[src/rtl/coproc_pkg.sv]
// Shared coprocessor constants: mode encoding and layout of the cause vector.
package coproc_pkg;

    localparam int CAUSE_W       = 2;
    localparam int CAUSE_OVF_BIT = 0;
    localparam int CAUSE_USR_BIT = 1;

    localparam logic MODE_NORMAL    = 1'b0;
    localparam logic MODE_INTERRUPT = 1'b1;

    typedef logic [CAUSE_W-1:0] cause_t;

endpackage

[src/rtl/mode_sync.sv]
// N-stage flop synchronizer with synchronous active-high reset.
module mode_sync #(
    parameter int N = 2
) (
    input  logic clk,
    input  logic reset,
    input  logic d,
    output logic q
);

    logic [N-1:0] chain_q;
    logic [N-1:0] chain_d;

    always_comb begin
        chain_d = {chain_q[N-2:0], d};
    end

    always_ff @(posedge clk) begin
        if (reset) begin
            chain_q <= '0;
        end else begin
            chain_q <= chain_d;
        end
    end

    assign q = chain_q[N-1];

endmodule

[src/rtl/mode_logic_ctrl.sv]
// Normal/interrupt mode selector with registered mode, cause and entry pulse.
// Build option MODE_LOGIC_SYNC_EN inserts a SYNC_STAGES-deep synchronizer on userInput.
module mode_logic_ctrl
    import coproc_pkg::*;
#(
    parameter int SYNC_STAGES = 2
) (
    input  logic               clk,
    input  logic               reset,
    input  logic               overflow,
    input  logic               userInput,
    input  logic               interruptsEnabled,
    output logic               mode,
    output logic [CAUSE_W-1:0] cause,
    output logic               mode_entry
);

    if (SYNC_STAGES < 2 || SYNC_STAGES > 4) begin : g_bad_sync_stages
        $error("SYNC_STAGES must be in 2..4");
    end

    logic   u_eff;
    logic   req;
    logic   mode_q, mode_d;
    cause_t cause_q, cause_d;
    logic   mode_entry_q, mode_entry_d;

`ifdef MODE_LOGIC_SYNC_EN
    mode_sync #(
        .N(SYNC_STAGES)
    ) u_mode_sync (
        .clk   (clk),
        .reset (reset),
        .d     (userInput),
        .q     (u_eff)
    );
`else
    assign u_eff = userInput;
`endif

    // Level-driven: mode tracks the masked request every cycle, nothing is latched.
    always_comb begin
        req          = interruptsEnabled & (overflow | u_eff);
        mode_d       = MODE_NORMAL;
        cause_d      = '0;
        mode_entry_d = 1'b0;
        if (req) begin
            mode_d                 = MODE_INTERRUPT;
            cause_d[CAUSE_OVF_BIT] = overflow;
            cause_d[CAUSE_USR_BIT] = u_eff;
            mode_entry_d           = (mode_q == MODE_NORMAL);
        end
    end

    always_ff @(posedge clk) begin
        if (reset) begin
            mode_q       <= MODE_NORMAL;
            cause_q      <= '0;
            mode_entry_q <= 1'b0;
        end else begin
            mode_q       <= mode_d;
            cause_q      <= cause_d;
            mode_entry_q <= mode_entry_d;
        end
    end

    assign mode       = mode_q;
    assign cause      = cause_q;
    assign mode_entry = mode_entry_q;

endmodule

[config.mk]
export PLATFORM = sky130hd
export DESIGN_NAME = mode_logic_ctrl
export DESIGN_NICKNAME = d
export VERILOG_FILES = /design/src/rtl/coproc_pkg.sv /design/src/rtl/mode_sync.sv /design/src/rtl/mode_logic_ctrl.sv
export SDC_FILE = /design/constraint.sdc
export NUM_CORES = 1
export LEC_CHECK = 0
export ABC_AREA = 1
export BUFFER_PORTS_ARGS = -buffer_cell sky130_fd_sc_hd__buf_2
export CAP_MARGIN = 20
export CELL_PAD_IN_SITES_DETAIL_PLACEMENT = 0
export CELL_PAD_IN_SITES_GLOBAL_PLACEMENT = 1
export CORE_AREA = 2 2 39 41
export CTS_BUF_LIST = sky130_fd_sc_hd__clkbuf_4 sky130_fd_sc_hd__clkbuf_8
export DETAILED_ROUTE_END_ITERATION = 10
export DIE_AREA = 0 0 41 43
export PLACE_DENSITY = 0.44
export SETUP_SLACK_MARGIN = 0.15
export SYNTH_ARGS = -nofsm -noshare
export SYNTH_HDL_FRONTEND = slang
export SYNTH_HIERARCHICAL = 1
export SYNTH_SLANG_ARGS = --single-unit
[constraint.sdc]
create_clock -name clk -period 0.8 [get_ports clk]
set_input_delay 0.08 -clock clk [delete_from_list [all_inputs] [get_ports clk]]
set_output_delay 0.08 -clock clk [all_outputs]
set_load 0.01 [all_outputs]
==> out/qor.csv, run 1 <==
metric,value,unit
Worst EP arrival,0.66,ns
post-synth cell types,5,
# rows,14,
setup TNS,0,ns
Buf/Inv on CP,1,
clk_skew,0.0000237,ns
antenna violations before repair,0,
Die Ht,43,um
"delay-heaviest family, CP",flip-flops,
HP Class,in -> reg,
PD cells,2170,nW/um^2
layout cell share with drive strength beyond 1,0.607,
CTS HTree Levels,1,
Final Non-Filler Cells,44,
Global Route Usage Sum,0.0512,
endpoints failing hold,0,
DR vias,126,
Final HPWL DP,218,um
"critical path, cell by cell",buf_2,
hold_ws,0.0889,ns
CP Depth,1,
first-pass GRT wire length,476,um
final setup violation count,0,
Worst Hold Path Cells,3,
nets,35,
Required @ worst endpoint,0.72,ns
# diodes,0,
"Slew Viols, Final",0,
Placement Setup Slack,0.259,ns
Worst path max stage delay,0.30,ns
most frequent cells in the layout,"6 x buf_2, 5 x inv_1, 3 x nand2_1, 3 x dfxtp_2, 3 x clkbuf_4",
Mapped Cells,16,
gpl congestion,0.469,
vias in the first global route,138,
FF-to-FF setup slack,0.22,ns
initial DRC count,2,
Worst VDD drop,643,uV
Critical Path Fanout Max,1,
CTS Sinks,4,
fill cell count,156,
CTS Root Cell,clkbuf_4,
syn_nets,21,
CTS tree,yes,
worst r2r path cells,2,
total CTS buffers,3,
Total Wirelength,270,um
Leak,0.136,nW
largest net degree at the start of global routing,3,
die width,41,um
WS Path Type,reg -> out,
core area,1380,sq um
fmax,1350,MHz
Die Area,1760,sq um
Post-Route Utilization,0.171,
"Area growth, synth to finish",81.7,%
Worst-path clk slew,0.04,ns
synthesized cell area,130,sq um
max-cap viol count,0,
post-synthesis sequential area ratio,0.615,
Worst setup SP type,flop,
drt first pass iters,2,
IO Pins,9,
Worst Tran Pin Value,0.0913,ns
Ys Warns,6,
"Avg Cell Area, Syn",8.13,sq um
RSZ-0062 raised after global routing,yes,
status,"finished, final reports clean",
crit end category,primary output,
"most common cell after layout, fill and taps aside",buf_2,
relative slew slack,0.939,
final cycle utilization of the critical path,0.928,
IO buf count,8,
Vias/cell,2.86,
DRC viols,0,
final worst slack,0.0575,ns
crit path time final,0.743,ns
Final ANT Viol Nets,0,
Seq cells post-synth,4,
Placed Instances,40,
Clock Tree Buf Depth,2,
CP max-delay cell,dfxtp_2,
total grt overflow,0,
clock latency on the worst-skew pair,0.23,ns
initial core utilization,0.0940,
DR WL/cell,6.14,um
==> final timing paths <==
path                                start          to
worst max-delay path             cause[1]    cause[1]
worst min-delay path            userInput    cause[1]
worst max register to register       mode  mode_entry
worst min register to register       mode  mode_entry
==> cells by family (layout without fill, tap and decap cells) <==
kind of cell / Yosys count / after routing / synth area share
buffers and inverters: 5 / 17 / 0.144
flip-flops: 4 / 4 / 0.615
AND/OR/NAND/NOR: 7 / 7 / 0.240
==> layout make-up <==
| type | count | area (sq um) | area share |
|---|---|---|---|
| timing repair buffer | 9 | 60.1 | 0.254 |
| inverter | 5 | 18.8 | 0.0794 |
| sequential | 4 | 83.8 | 0.354 |
| multi-input combinational | 7 | 31.3 | 0.132 |
| clock buffer | 3 | 22.5 | 0.0952 |
| tap | 16 | 20.0 | 0.0847 |
==> state kept, by name, summed over array words and instances (netlist names) <==
signal      count
cause           2
mode            1
mode_entry      1
==> synth_stat cells <==
library cell | count | area (sq um)
inv_1 | 5 | 18.8
dfxtp_1 | 4 | 80.1
nand2_1 | 3 | 11.3
nor2_1 | 2 | 7.51
nor2_2 | 2 | 12.5
==> per-layer routing <==
metal,wire length (um),vias up,part of all wire,track usage
li1,-,68,-,-
met1,116,47,0.43,0.0449
met2,76,11,0.28,0.0469
met3,77,0,0.29,0.0995
met4,0,0,0,0.0200
met5,0,-,0,0
==> tightest hold or removal path: cells and delay by family <==
family,cells,cell delay [ns]
AND/OR/NAND/NOR,1,0.09
buffers and inverters,2,0.11
==> power breakdown <==
| part | switching (mW) | internal, mW | total [mW] | leakage [nW] |
|---|---|---|---|---|
| sequential | 0.00391 | 0.211 | 0.215 | 0.0340 |
| combinational | 0.0230 | 0.0278 | 0.0507 | 0.0883 |
| clock | 0.0799 | 0.168 | 0.248 | 0.0138 |
==> repair_timing <==
action                                  in CTS  in global routing
resized for setup                            2                  3
hold buffers                                 0                  0
endpoints found under the setup margin       4                  4
buffers inserted                             1                  0
==> metrics by stage <==
stage / cell area [sq um] / total power, mW
6_report: 236 / 0.514
5_1_grt: 236 / 0.560
4_1_cts: 228 / 0.526
3_5_place_dp: 190 / 0.258
3_3_place_gp: 190 / 0.257
2_1_floorplan: 130 / 0.236
(Power assumes the default switching activity.)
==> run 2: changes to the inputs <==
- GPL_TIMING_DRIVEN: not set -> 0
- PLACE_DENSITY: 0.44 -> 0.43
- clock period: 0.8 -> 0.92 ns (I/O delays scaled with it)
==> run 2 against run 1 <==
Final cell count shrank 2.3%. Register-to-register slack improved by 0.23 ns. Design area decreased by 4.2%. Via count fell by 0.79%. Critical path type unchanged. Die area unchanged.
==> out/qor.csv, run 2 (synthesis results as in run 1) <==
metric,value,unit
antenna violations before repair,0,
"critical path, cell by cell",buf_6,
Post-Route Utilization,0.164,
worst r2r src,mode,
total power,0.438,mW
DR WL/cell,5.67,um
Buf/Inv on CP,1,
initial DRC count,5,
CTS Root Cell,clkbuf_4,
GR Util met3,0.0314,
WS Path Type,reg -> out,
status,"finished, final reports clean",
CTS Sinks,4,
Final ANT Viol Nets,0,
Post-DP Area,190,sq um
met1 usage,0.0192,
total CTS buffers,3,
first-pass GRT wire length,331,um
Worst Hold Path EP,cause[1],
layout cell share with drive strength beyond 1,0.519,
endpoints failing hold,0,
nets,34,
FF-to-FF setup slack,0.45,ns
Worst-path clk slew,0.04,ns
final setup violation count,0,
"Area growth, synth to finish",74.0,%
Vias/cell,2.91,
Global Route Usage Sum,0.0371,
# rows,14,
HP Class,in -> reg,
clk_skew,0.0000397,ns
CTS tree,yes,
"delay-heaviest family, CP",flip-flops,
gpl congestion,0.543,
Clock Tree Buf Depth,2,
vias in the first global route,103,
largest net degree at the start of global routing,3,
Worst VDD drop,186,uV
Worst EP arrival,0.66,ns
HP Start,userInput,
post-route design area,226,sq um
"most common cell after layout, fill and taps aside",buf_2,
max FFs per register,2,
"Slew Viols, Final",0,
PD cells,1930,nW/um^2
relative slew slack,0.937,
Worst Tran Pin Value,0.0937,ns
grt met2 use,0.0406,
Die Area,1760,sq um
grt peak-use layer,met4,
fill cell count,159,
Die Ht,43,um
Worst setup SP type,flop,
setup TNS,0,ns
total grt overflow,0,
RSZ-0062 raised after global routing,yes,
Total Wirelength,244,um
Worst path max stage delay,0.32,ns
initial core utilization,0.0940,
FF/Latch Area,81.3,sq um
Critical Path Fanout Max,2,
most frequent cells in the layout,"6 x buf_2, 5 x inv_1, 3 x nand2_1, 3 x dfxtp_1, 3 x clkbuf_4",
DR vias,125,
fmax,1330,MHz
IO Pins,9,
Worst Hold Path Cells,3,
crit path time final,0.753,ns
CP max-delay cell,dfxtp_2,
drt first pass iters,2,
crit end category,primary output,
# diodes,0,
worst reg2reg endpoint,mode_entry,
final cycle utilization of the critical path,0.819,
IO buf count,8,
max-cap viol count,0,
Leak,0.130,nW
Multi-input gate area,31.3,sq um
DRC viols,0,
number of hold buffers added after cts,0,
worst r2r path cells,1,
clock latency on the worst-skew pair,0.23,ns
Required @ worst endpoint,0.83,ns
CTS HTree Levels,1,
die width,41,um
core area,1380,sq um
## run 2: cell count changes in the layout (fill, tap and decap cells not counted)
cell     previous run  this run
dfxtp_1             1         3
buf_4               1         0
dfxtp_2             3         1
## run 2: per-stage QoR
step           cells  hold slack, ns  setup slack [ns]
2_1_floorplan     16           0.225             0.393
3_3_place_gp      40           0.336             0.375
3_5_place_dp      40           0.328             0.364
4_1_cts           43          0.0879             0.155
5_1_grt           43          0.0982             0.136
6_report          43          0.0926             0.167
## run 2: how the worst max path moves through the flow
| stage | startpoint | to | slack (ns) | depth (start not counted) |
|---|---|---|---|---|
| CTS | mode | mode | 0.15 | 1 |
| global placement | overflow | mode | 0.38 | 5 |
| floorplan | mode | mode_entry | 0.39 | 1 |
| global route | mode | mode | 0.14 | 1 |
| detailed placement | overflow | mode | 0.36 | 5 |
| finish | mode | mode | 0.17 | 1 |
## run 2: power by group
part	internal [mW]	switching [mW]
sequential	0.183	0.00372
combinational	0.0215	0.0184
clock	0.146	0.0657
total	0.350	0.0878
## run 2: per-layer routing
metal  up-vias  wire [um]
met5         -          0
met4         0          0
met3         0         28
met2         5        128
met1        55         87
li1         65          -
## run 2: cell type report
class	instances	share of cell area
well taps	16	0.0884
clock buffers	3	0.0994
flip-flops and latches	4	0.359
inverters	5	0.0829
multi-input cells	7	0.138
repair buffers	8	0.232
## run 2: what timing repair did
| item | 4_1_cts | 5_1_grt |
|---|---|---|
| gates resized for setup | 2 | 1 |
| gates cloned | 0 | 0 |
| endpoints found under the hold margin | 0 | 0 |
| buffers inserted | 0 | 0 |
| setup endpoints to repair | 1 | 4 |
